`src/rtl/pipe_pkg.sv`:
```
// rtl/pipe_pkg.sv - shared opcodes, instruction field positions, forward selects and slot type
package pipe_pkg;
  localparam int FIELD_W = 4;
  localparam int OPC_LSB = 28;
  localparam int RD_LSB  = 24;
  localparam int RS1_LSB = 20;
  localparam int RS2_LSB = 16;

  localparam logic [FIELD_W-1:0] OP_ADD  = 4'h0;
  localparam logic [FIELD_W-1:0] OP_SUB  = 4'h1;
  localparam logic [FIELD_W-1:0] OP_LOAD = 4'h2;

  localparam logic [1:0] FWD_RF  = 2'b00;
  localparam logic [1:0] FWD_EX  = 2'b01;
  localparam logic [1:0] FWD_MEM = 2'b10;

  typedef struct packed {
    logic               valid;
    logic [FIELD_W-1:0] rd;
    logic               is_load;
  } slot_t;

  localparam slot_t SLOT_EMPTY = '{valid: 1'b0, rd: '0, is_load: 1'b0};
endpackage

```
`src/rtl/pipe_instr_decode.sv`:
```
// rtl/pipe_instr_decode.sv - combinational decode of register usage; shared with the datapath
module pipe_instr_decode
  import pipe_pkg::*;
(
  input  logic [31:0]        instr,
  output logic [FIELD_W-1:0] rd,
  output logic [FIELD_W-1:0] rs1,
  output logic [FIELD_W-1:0] rs2,
  output logic               uses_rs1,
  output logic               uses_rs2,
  output logic               writes_rd,
  output logic               is_load
);
  logic [FIELD_W-1:0] opcode;
  logic               unused_low_bits;

  assign opcode          = instr[OPC_LSB +: FIELD_W];
  assign rd              = instr[RD_LSB  +: FIELD_W];
  assign rs1             = instr[RS1_LSB +: FIELD_W];
  assign rs2             = instr[RS2_LSB +: FIELD_W];
  assign unused_low_bits = ^instr[RS2_LSB-1:0];

  always_comb begin
    uses_rs1  = 1'b0;
    uses_rs2  = 1'b0;
    writes_rd = 1'b0;
    is_load   = 1'b0;
    case (opcode)
      OP_ADD, OP_SUB: begin
        uses_rs1  = 1'b1;
        uses_rs2  = 1'b1;
        writes_rd = 1'b1;
      end
      OP_LOAD: begin
        uses_rs1  = 1'b1;
        writes_rd = 1'b1;
        is_load   = 1'b1;
      end
      default: ;
    endcase
  end
endmodule

```
`src/rtl/pipeline_hazard_ctrl.sv`:
```
// rtl/pipeline_hazard_ctrl.sv - issue/stall/flush control, operand forwarding and writeback for the 4-stage pipe
module pipeline_hazard_ctrl
  import pipe_pkg::*;
#(
  parameter int NUM_REGS = 16,
  parameter int REG_AW   = 4,
  parameter int FWD_EN   = 1,
  parameter int CNT_W    = 16
) (
  input  logic              clk,
  input  logic              reset,
  input  logic              id_valid,
  input  logic [31:0]       id_instr,
  input  logic              hold,
  input  logic              flush,
  output logic              if_stall,
  output logic              ex_bubble,
  output logic [1:0]        fwd_a_sel,
  output logic [1:0]        fwd_b_sel,
  output logic              wb_en,
  output logic [REG_AW-1:0] wb_dest,
  output logic [CNT_W-1:0]  stall_count
);
  if (REG_AW > FIELD_W || NUM_REGS > (1 << REG_AW)) begin : g_cfg_check
    $error("pipeline_hazard_ctrl: register index does not fit the instruction fields");
  end

  slot_t              slot_ex, slot_wb;
  logic [FIELD_W-1:0] rd, rs1, rs2;
  logic               uses_rs1, uses_rs2, writes_rd, is_load;
  logic               haz_a, haz_b, hazard, issue;
  logic [1:0]         sel_a, sel_b;

  pipe_instr_decode u_decode (
    .instr     (id_instr),
    .rd        (rd),
    .rs1       (rs1),
    .rs2       (rs2),
    .uses_rs1  (uses_rs1),
    .uses_rs2  (uses_rs2),
    .writes_rd (writes_rd),
    .is_load   (is_load)
  );

  // Returns {hazard, select}; the EX slot is younger, so it shadows a WB match on the same register.
  function automatic logic [2:0] resolve(input logic used, input logic [FIELD_W-1:0] rs,
                                         input slot_t ex, input slot_t wb);
    logic       hit_ex, hit_wb;
    logic [2:0] r;
    hit_ex = used && ex.valid && (rs == ex.rd);
    hit_wb = used && wb.valid && (rs == wb.rd);
    r = {1'b0, FWD_RF};
    if (FWD_EN == 0)  r = {hit_ex | hit_wb, FWD_RF};
    else if (hit_ex)  r = ex.is_load ? {1'b1, FWD_RF} : {1'b0, FWD_EX};
    else if (hit_wb)  r = {1'b0, FWD_MEM};
    return r;
  endfunction

  assign {haz_a, sel_a} = resolve(uses_rs1, rs1, slot_ex, slot_wb);
  assign {haz_b, sel_b} = resolve(uses_rs2, rs2, slot_ex, slot_wb);

  assign hazard    = id_valid && !flush && (haz_a || haz_b);
  assign issue     = id_valid && !flush && !hazard && !hold;
  assign if_stall  = hold || hazard;
  assign ex_bubble = !id_valid || flush || hazard;
  assign fwd_a_sel = issue ? sel_a : FWD_RF;
  assign fwd_b_sel = issue ? sel_b : FWD_RF;
  assign wb_en     = slot_wb.valid && !hold;
  assign wb_dest   = slot_wb.valid ? REG_AW'(slot_wb.rd) : '0;

  always_ff @(posedge clk or negedge reset) begin
    if (!reset) begin
      slot_ex     <= SLOT_EMPTY;
      slot_wb     <= SLOT_EMPTY;
      stall_count <= '0;
    end else if (!hold) begin
      slot_wb <= slot_ex;
      slot_ex <= issue ? '{valid: writes_rd, rd: rd, is_load: is_load} : SLOT_EMPTY;
      if (hazard && stall_count != '1)
        stall_count <= stall_count + CNT_W'(1);
    end
  end
endmodule

```
`config.mk`:
```
export PLATFORM = sky130hd
export DESIGN_NAME = pipeline_hazard_ctrl
export DESIGN_NICKNAME = d
export VERILOG_FILES = /design/src/rtl/pipe_pkg.sv /design/src/rtl/pipe_instr_decode.sv /design/src/rtl/pipeline_hazard_ctrl.sv
export SDC_FILE = /design/constraint.sdc
export NUM_CORES = 1
export LEC_CHECK = 0
export CAP_MARGIN = 10
export CORE_UTILIZATION = 46
export DETAILED_ROUTE_END_ITERATION = 10
export PLACE_DENSITY = 0.85
export SLEW_MARGIN = 20
export SYNTH_ARGS = -nofsm -noshare
export SYNTH_HDL_FRONTEND = slang
export SYNTH_SLANG_ARGS = --single-unit
```
`constraint.sdc`:
```
create_clock -name clk -period 7.1 [get_ports clk]
set_clock_uncertainty 0.15 [all_clocks]
set_input_delay 1.775 -clock clk [delete_from_list [all_inputs] [get_ports clk]]
set_output_delay 1.775 -clock clk [all_outputs]
set_load 0.02 [all_outputs]
```
==> summary.md, run 1 <==
| Metric | Value |
|---|---|
| R2r endpoint | stall_count[1] |
| Max Freq | about 160 MHz |
| CP Launch Point | flush |
| Syn_area_per_cell | 10.5 sq um |
| Synth cell count leaders | 27 x dfrtp_1, 17 x xor2_1, 13 x xnor2_1 |
| Post-Synthesis Cells | roughly 150 |
| Vias in the first global route | 1400 |
| Final Max Slew Viols | 0 |
| Status | finished clean |
| TritonCTS buffer count | 3 |
| Yosys cell types | 39 |
| Final net count | 240 |
| Combinational share of power | 0.148 |
| Setup_tns | 0 ns |
| RSZ-0062 raised after global routing | no |
| CTS H-tree lvls | 1 |
| Critical path class | primary input to output pin |
| Tmin final | 6.07 ns |
| CTS tree | yes |
| Int Power | 201 uW |
| Drc violations | 0 |
| Chip width | around 60 um |
| # IOs | 64 |
| Max-cap violation count | 0 |
| Leak Pwr | 0.898 nW |
| DR vias/cell | 5.42 |
| Most frequent cell after synthesis | dfrtp_1 |
| Largest net degree at the start of global routing | 28 |
| Initial core utilization | 0.502 |
| WHS Path Cells | 1 |
| Clock power frac | 0.250 |
| Share of layout cells above drive strength 1 | 0.124 |
| Sink Count | 27 |
| Critical Path End Type | output pin |
| Core Util, Final | 0.678 |
| GRT Residual Overflow | 0 |
| Synthesis-to-finish area growth | 35.0% |
| Power per cell area | 126 nW/um^2 |
| Critical path required time | 5.18 ns |
| Row cnt | 20 |
| Die height | between 60 and 70 um |
| CTS max path bufs | 2 |
| Min-delay worst type | flip-flop to flip-flop |
| Setup crit start kind | primary input |
| Mapped Area | ~1600 sq um |
| Die area | about 3700 sq um |
| Routability congestion estimate | 0.873 |
| Post-CTS setup buffers | 0 |
| Worst Reg-to-Reg Cells | 6 |
| Worst Max-Slew Pin Slew | 0.511 ns |
| Setup-failing EPs final | 0 |
| Critical path destination | fwd_b_sel[1] |
| First DRT Iteration DRCs | 52 |
| Post-route antenna net violation count | 0 |
| First-pass GRT wire length | a little over 6 mm |
| Routed WL | roughly 3.8 mm |
| Max_slew headroom | 0.658 |
| CTS root buffer | clkbuf_4 |
| R2r setup slk | 4.89 ns |
| Mapped Nets | 189 |
| Antenna diodes | 0 |
| #FFs+latches synth | 27 |
| NetSw | 68.3 uW |
| Drt wl/cell | 15.3 um |
| Top cells by area, synth | dfrtp_1 43%, xor2_1 9.4%, xnor2_1 7.2%, mux2_2 4.3%, nand2_1 2.8% |
| Hold-fix buffers, CTS | 0 |
| Peak VDD IR | 0.0000918 V |
| IO buf count | 47 |
| Hold_ws | 0.365 ns |
| GRT Util Overall | 0.231 |
| EDFF count, synth | 0 |
| CP Data Arrival Time | 4.14 ns |
| Yosys Warn Count | 0 |
| Clk_lat worst skew | between 0.3 and 0.4 ns |
| Worst-path clk slew | 0.14 ns |
| DRT Pass-1 Iters | 4 |
| CORE AREA | 3150 sq um |
| Most used flip-flop cell after synthesis | dfrtp_1 |
| Share of the synthesized area in the top cell type | 0.427 |
| HPWL Detailed | 2.95 mm |
| Seq pwr share | 0.602 |
| Worst Path Max Fanout | 5 |
| Final Cycle Share | 0.854 |
| Sequential area share after synthesis | 0.427 |
| Filler Cells Inserted | 266 |
| Fin. Hold Viols | 0 |
| Leading area contributor after synthesis | dfrtp_1 |
| Resized cells post-CTS | 0 |
| Vias | between 1000 and 1500 |
| Synth async-reset ratio | 1.00 |
| Reg2reg start | stall_count[6] |
| Switching Share | 0.253 |
| Initial antenna violation count | 0 |
-- placed cells by master (no fill, tap or decap), types with 2 or more instances in the layout --
cell             count
nand2b_1             4
nor2_1               6
buf_4                2
xnor2_1             13
nor4_1               5
nand3_1              8
dfrtp_1             27
or2_2                3
clkdlybuf4s50_1     47
nand4_1              4
nand2_1             12
and2_1               4
nor3_1               6
clkbuf_4             3
mux2_2               6
and3_1               3
nor3b_1              2
a22o_1               5
xor2_1              17
nand4b_1             3
-- worst max-delay path, stage by stage --
cell,delay (ns)
clkdlybuf4s50_1,0.38
nand2b_1,0.18
nor2_1,0.31
nand2_1,0.12
nor4_1,0.37
nand4b_1,0.15
a211oi_1,0.21
clkdlybuf4s50_1,0.65
-- power groups by stage --
stage,Clock (mW),Combinational [mW],Sequential (mW)
2_1_floorplan,0,0.0184,0.164
3_3_place_gp,0,0.0388,0.165
3_5_place_dp,0,0.0401,0.165
4_1_cts,0.0694,0.0402,0.162
5_1_grt,0.0761,0.0431,0.163
6_report,0.0673,0.0399,0.162
-- flip-flops by register name, indices dropped and copies added (netlist names) --
register     cells
slot_wb          5
stall_count     16
slot_ex          6
-- cell type report --
| type | instances | area [sq um] | area share |
|---|---|---|---|
| clock buffer | 4 | 26.3 | 0.0123 |
| inverter | 1 | 3.75 | 0.00176 |
| multi-input combinational | 120 | 891 | 0.417 |
| sequential | 27 | 676 | 0.316 |
| tap | 44 | 55.1 | 0.0258 |
| timing repair buffer | 49 | 485 | 0.227 |
-- per-layer routing --
layer | GRT usage | vias up | part of all wire | wire length [um]
li1 | - | 638 | - | -
met1 | 0.258 | 642 | 0.41 | 1520
met2 | 0.444 | 43 | 0.54 | 2030
met3 | 0.0341 | 4 | 0.041 | 155
met4 | 0.0779 | 0 | 0.012 | 46
met5 | 0 | - | 0 | 0
-- cells by family (layout without fill, tap and decap cells) --
family                   count (synthesis)  count (layout)  synth area share
AND/OR/NAND/NOR                         69              69             0.266
XOR/XNOR                                30              30             0.166
flip-flops                              27              27             0.427
AO/OA/AOI/OAI                           13              13            0.0704
multiplexers                             7               7            0.0522
buffers and inverters                    4              54            0.0103
adder cells (fa/ha/maj)                  1               1           0.00790
-- metrics by stage --
step	total power [mW]	area, sq um	std cells	worst slack [ns]
final	0.270	2140	245	1.03
after global routing	0.282	2140	245	0.899
after CTS	0.272	2140	245	1.02
after detailed placement	0.205	2110	241	1.04
after global placement	0.204	2110	241	1.04
after floorplan	0.182	1580	151	2.03
-- how the worst min path moves through the flow --
stage | start | endpoint | slack, ns
CTS | stall_count[12] | stall_count[12] | 0.37
finish | stall_count[12] | stall_count[12] | 0.37
detailed placement | stall_count[12] | stall_count[12] | 0.35
global route | stall_count[13] | stall_count[13] | 0.40
global placement | stall_count[4] | stall_count[4] | 0.32
floorplan | slot_ex[5] | slot_ex[5] | 0.37
No activity file was read; power rests on OpenSTA's default activity.
==> run 2, diff against run 1 <==
- CORE_UTILIZATION: 46 -> 47
- SYNTH_HIERARCHICAL: not set -> 1
==> run 2 against run 1 <==
Effect of this change: count of clock-buffer cells in the layout decreased by 1; power is essentially flat; flip-flop and latch count is the same; core utilization shrank 4.6 points; fmax down 1.9%; critical endpoint is now if_stall.
==> summary.md, run 2 <==
| Metric | Value |
|---|---|
| Die height | 61.2 um |
| Clk_lat worst skew | 0.33 ns |
| Final Max Slew Viols | 0 |
| Storage element area | 676 sq um |
| Synthesis-to-finish area growth | 28.1% |
| Post-Synthesis Cells | 171 |
| First DRT Iteration DRCs | 46 |
| IO buf count | 47 |
| Power per cell area | between 100 and 150 nW/um^2 |
| Syn_area_per_cell | ~9.6 sq um |
| Most used flip-flop cell after synthesis | dfrtp_1 |
| Critical path class | primary input to output pin |
| Routability congestion estimate | 0.849 |
| Largest net degree at the start of global routing | 28 |
| GRT Util Overall | 0.193 |
| Post-CTS setup buffers | 0 |
| Post-route antenna net violation count | 0 |
| Filler Cells Inserted | 297 |
| Tmin final | 6.19 ns |
| DR vias/cell | 5.13 |
| Core Util, Final | 0.632 |
| Max_slew headroom | 0.441 |
| Setup crit start kind | primary input |
| CP Launch Point | id_instr[31] |
| Hold_sp | stall_count[5] |
| Die area | 3740 sq um |
| DRT Pass-1 Iters | 4 |
| Hold EP | stall_count[5] |
| CP Data Arrival Time | about 4.3 ns |
| Antenna diodes | 0 |
| R2r endpoint | stall_count[1] |
| CTS max path bufs | 2 |
| Non-filler instance count after layout | 254 |
| CTS tree | yes |
| Fin. Hold Viols | 0 |
| Critical path required time | ~5.2 ns |
| Peak VDD IR | 0.0000718 V |
| Mapped Area | 1650 sq um |
| Vias in the first global route | approximately 1200 |
| Worst Reg-to-Reg Cells | 7 |
| Setup_tns | 0 ns |
| Mapped Nets | 209 |
| Sink Count | 27 |
| Final net count | 247 |
| Commonest non-fill, non-tap cell in the layout | clkdlybuf4s50_1 |
| Cells along the critical path | clkdlybuf4s50_1, nor3_1, o2111ai_1, or3b_4, a21boi_2, a21o_1, clkdlybuf4s50_1 |
| Most flop-heavy register | stall_count |
| Yosys Warn Count | 6 |
| WHS Path Cells | 1 |
| Footprint of the multi-input gates | ~840 sq um |
| Critical Path End Type | output pin |
| Worst-path clk slew | 0.16 ns |
| Most used cell, CP | clkdlybuf4s50_1 |
| Max-cap violation count | 0 |
| HPWL Detailed | 2.48 mm |
| Max FFs per register | 16 |
| Max Freq | roughly 160 MHz |
| CTS H-tree lvls | 1 |
| CTS root buffer | clkbuf_4 |
| Initial antenna violation count | 0 |
| CORE AREA | between 3000 and 4000 sq um |
| Drt wl/cell | 12.8 um |
| Chip width | 61.2 um |
| Top cells by area, synth | dfrtp_1 41%, xor2_1 10%, buf_4 6.4%, nand2_1 4.3%, xnor2_1 4.3% |
| First-pass GRT wire length | 5.44 mm |
| EDFF count, synth | 0 |
| Leak Pwr | 0.898 nW |
| Buf+Inv Stages, Crit Path | 2 |
| Hold_ws | between 0.3 and 0.4 ns |
| Min-delay worst type | flip-flop to flip-flop |
| Drc violations | 0 |
| TritonCTS buffer count | 3 |
| Most frequent cell after synthesis | dfrtp_1 |
| Largest registers | stall_count x16, slot_ex x6, slot_wb x5 |
| Hold-fix buffers, CTS | 0 |
| Share of the synthesized area in the top cell type | 0.410 |
| Status | finished clean |
| Synth async-reset ratio | 1.00 |
| Vias | 1304 |
| Synth cell count leaders | 27 x dfrtp_1, 19 x nand2_1, 19 x xor2_1 |
| Worst Max-Slew Pin Slew | 0.831 ns |
| Slowest CP cell | clkdlybuf4s50_1 |
| Yosys cell types | 32 |
| Placed cell areas | 2080 sq um |
| Resized cells post-CTS | 0 |
| Routed WL | 3.24 mm |
| Setup-failing EPs final | 0 |
| Row cnt | 21 |
| RSZ-0062 raised after global routing | no |
| R2r setup slk | 4.53 ns |
| Final Cycle Share | 0.871 |
| GRT Residual Overflow | 0 |
| Placed cells | 250 |
| Worst path max stage delay | around 0.60 ns |
| #FFs+latches synth | 27 |
| Worst Path Max Fanout | 9 |
| Share of layout cells above drive strength 1 | 0.0865 |
| Final instance area | around 2100 sq um |
| Reg2reg start | stall_count[0] |
| # IOs | 64 |
| Initial core utilization | 0.493 |
| Leading area contributor after synthesis | dfrtp_1 |
| Crit-path leading delay family | buffers and inverters |
| Sequential area share after synthesis | 0.410 |
| Commonest non-fill, non-tap cells in the layout | 47 x clkdlybuf4s50_1, 27 x dfrtp_1, 19 x xor2_1, 19 x nand2_1, 11 x nor3_1 |
## run 2: changes by cell type after synthesis, moves of 3 or more
| cell | delta |
|---|---|
| a22o_1 | -5 |
| nand2_1 | +7 |
| o21ai_0 | +8 |
| nand4b_1 | -3 |
| nor2_1 | -4 |
| or2_2 | -3 |
| buf_4 | +14 |
| inv_1 | +3 |
| xnor2_1 | -5 |
| nor3_1 | +5 |
| and4_1 | +4 |
## run 2: stage by stage
step	total power, mW	worst slack (ns)
2_1_floorplan	0.186	1.99
3_3_place_gp	0.202	0.917
3_5_place_dp	0.203	0.926
4_1_cts	0.272	0.910
5_1_grt	0.281	0.742
6_report	0.269	0.913
## run 2: logic make-up (layout without fill, tap and decap cells)
group           after synthesis  in the layout  share of synthesized area
fa+ha+maj                     1              1                    0.00760
compound gates               16             16                     0.0707
simple gates                 74             74                      0.253
mux                           5              5                     0.0342
buf+inv                      21             58                     0.0805
flops                        27             27                      0.410
xor+xnor                     27             27                      0.144
## run 2: worst max-delay path by stage
stage	endpoint	cells after the start
after floorplan	ex_bubble	6
after global placement	if_stall	7
after detailed placement	if_stall	7
after CTS	if_stall	7
after global routing	if_stall	7
final	if_stall	7
## run 2: where the power goes
part | switching [mW] | total, mW | internal [mW]
clock | 0.0487 | 0.0703 | 0.0216
sequential | 0.00463 | 0.162 | 0.157
combinational | 0.0165 | 0.0373 | 0.0209
## run 2: metal layers
layer  track usage  up-vias  share of wire
li1              -      662              -
met3        0.0252        4          0.037
met1         0.277      608           0.49
met2         0.303       30           0.46
met5             0        -              0
met4        0.0617        0          0.012
## run 2: cell type report
| class | instances | share of cell area |
|---|---|---|
| Clock buffer | 3 | 0.0107 |
| Clock inverter | 1 | 0.00356 |
| Multi-Input combinational cell | 123 | 0.397 |
| Tap cell | 46 | 0.0273 |
| Inverter | 4 | 0.00712 |
| Timing Repair Buffer | 50 | 0.234 |
| Sequential cell | 27 | 0.320 |
## run 2: worst register-to-register path, delay by kind of cell (launching register included)
| family | cells | cell delay, ns |
|---|---|---|
| adder cells (fa/ha/maj) | 1 | 0.18 |
| flip-flops | 1 | 0.44 |
| multiplexers | 1 | 0.35 |
| AND/OR/NAND/NOR | 5 | 1.37 |
==> run 3, diff against run 2 <==
- MAX_ROUTING_LAYER: not set -> met4
- TNS_END_PERCENT: not set -> 20
==> run 3 against run 2 <==
Effect of this change: critical path depth unchanged; core utilization unchanged; sequential share of layout area did not move; die area unchanged; cell area stayed put; critical path type unchanged; largest cell class unchanged.
==> summary.md, run 3 (synthesized netlist as in run 2, its figures left out) <==
| Metric | Value |
|---|---|
| Seq pwr share | 0.600 |
| Max Freq | approximately 160 MHz |
| Setup-failing EPs final | 0 |
| R2r endpoint | stall_count[1] |
| Leak Pwr | 0.898 nW |
| Max FFs per register | 16 |
| Final Max Slew Viols | 0 |
| Final net count | 247 |
| Hold_sp | stall_count[5] |
| Synthesis-to-finish area growth | 28.1% |
| Worst Path Max Fanout | 9 |
| Max_slew headroom | 0.441 |
| CTS tree | yes |
| Setup crit start kind | primary input |
| Drc violations | 0 |
| Status | finished clean |
| Chip width | 61.2 um |
| Peak VDD IR | 0.0000719 V |
| Post-route antenna net violation count | 0 |
| Switching Share | 0.259 |
| Worst Reg-to-Reg Cells | 7 |
| Worst-path clk slew | 0.16 ns |
| DRT Pass-1 Iters | 4 |
| GRT Util Overall | 0.199 |
| DR vias/cell | 5.13 |
| Critical path class | primary input to output pin |
| Routability congestion estimate | around 0.86 |
| Min-delay worst type | flip-flop to flip-flop |
| Clk_lat worst skew | 0.33 ns |
| CTS root buffer | clkbuf_4 |
| TritonCTS buffer count | 3 |
| Setup_tns | 0 ns |
| Largest net degree at the start of global routing | 28 |
| CTS max path bufs | 2 |
| Power per cell area | approximately 130 nW/um^2 |
| Reg2reg start | stall_count[0] |
| Combinational share of power | 0.139 |
| Hold EP | stall_count[5] |
| NetSw | 69.8 uW |
| First-pass GRT wire length | 5.42 mm |
| IO buf count | 47 |
| Vias | 1302 |
| First DRT Iteration DRCs | 43 |
| CORE AREA | between 3000 and 4000 sq um |
| Die height | 61.2 um |
| Worst Max-Slew Pin Slew | 0.831 ns |
| Critical path required time | 5.18 ns |
| Commonest non-fill, non-tap cells in the layout | 47 x clkdlybuf4s50_1, 27 x dfrtp_1, 19 x xor2_1, 19 x nand2_1, 11 x nor3_1 |
| Final Cycle Share | 0.872 |
| Max-cap violation count | 0 |
| Clock power frac | 0.261 |
| Vias in the first global route | 1209 |
| Antenna diodes | 0 |
| Fin. Hold Viols | 0 |
| Initial core utilization | 0.493 |
| # IOs | 64 |
| Drt wl/cell | 12.7 um |
| Core Util, Final | 0.632 |
| Row cnt | 21 |
| CTS H-tree lvls | 1 |
| RSZ-0062 raised after global routing | no |
| Int Power | 200 uW |
| Die area | 3740 sq um |
| Post-CTS setup buffers | 0 |
| R2r setup slk | 4.53 ns |
| Sink Count | 27 |
| Share of layout cells above drive strength 1 | 0.0865 |
| Initial antenna violation count | 0 |
| Routed WL | 3.24 mm |
| Tmin final | between 6 and 7 ns |
| Largest registers | stall_count x16, slot_ex x6, slot_wb x5 |
| Hold-fix buffers, CTS | 0 |
| Resized cells post-CTS | 0 |
| Commonest non-fill, non-tap cell in the layout | clkdlybuf4s50_1 |
| Critical Path End Type | output pin |
| WHS Path Cells | 1 |
| GRT Residual Overflow | 0 |
| HPWL Detailed | 2.48 mm |
| CP Data Arrival Time | 4.26 ns |
| Most flop-heavy register | stall_count |
[run 3: cell type report]
| class | instances | area (sq um) |
|---|---|---|
| multi-input cells | 123 | 838 |
| well taps | 46 | 57.6 |
| fillers | 297 | 1230 |
| repair buffers | 50 | 493 |
| clock inverters | 1 | 7.51 |
| clock buffers | 3 | 22.5 |
| flip-flops and latches | 27 | 676 |
| inverters | 4 | 15.0 |
[run 3: worst max-delay path by stage]
stage | end | slack [ns] | start | cells past startpoint
CTS | if_stall | 0.91 | id_instr[31] | 7
global placement | if_stall | 0.92 | id_instr[31] | 7
detailed placement | if_stall | 0.93 | id_instr[31] | 7
global route | if_stall | 0.75 | id_instr[29] | 7
finish | if_stall | 0.91 | id_instr[31] | 7
floorplan | ex_bubble | 1.99 | id_instr[16] | 6
[run 3: power by group through the flow]
stage	clock network (mW)	registers, mW	logic (mW)
finish	0.0703	0.162	0.0374
global route	0.0773	0.163	0.0412
CTS	0.0719	0.162	0.0379
detailed placement	0	0.165	0.0378
global placement	0	0.165	0.0372
floorplan	0	0.163	0.0229
[run 3: stage by stage]
stage | total power [mW] | instance area (sq um) | setup WS [ns] | cells | hold WS, ns
2_1_floorplan | 0.186 | 1650 | 1.99 | 171 | 0.339
3_3_place_gp | 0.202 | 2080 | 0.917 | 250 | 0.327
3_5_place_dp | 0.203 | 2080 | 0.926 | 250 | 0.325
4_1_cts | 0.272 | 2110 | 0.910 | 254 | 0.348
5_1_grt | 0.281 | 2110 | 0.746 | 254 | 0.389
6_report | 0.269 | 2110 | 0.911 | 254 | 0.345
[run 3: critical path, stage by stage]
cell and delay (ns):
clkdlybuf4s50_1 0.45, nor3_1 0.31, o2111ai_1 0.17, or3b_4 0.43, a21boi_2 0.35, a21o_1 0.17, clkdlybuf4s50_1 0.60
[run 3: metal layers]
| metal | wire length (um) | global-route usage | vias up |
|---|---|---|---|
| met3 | 104 | 0.0210 | 4 |
| met4 | 39 | 0.0682 | 0 |
| li1 | - | - | 662 |
| met5 | 0 | - | - |
| met2 | 1490 | 0.300 | 30 |
| met1 | 1600 | 0.277 | 606 |
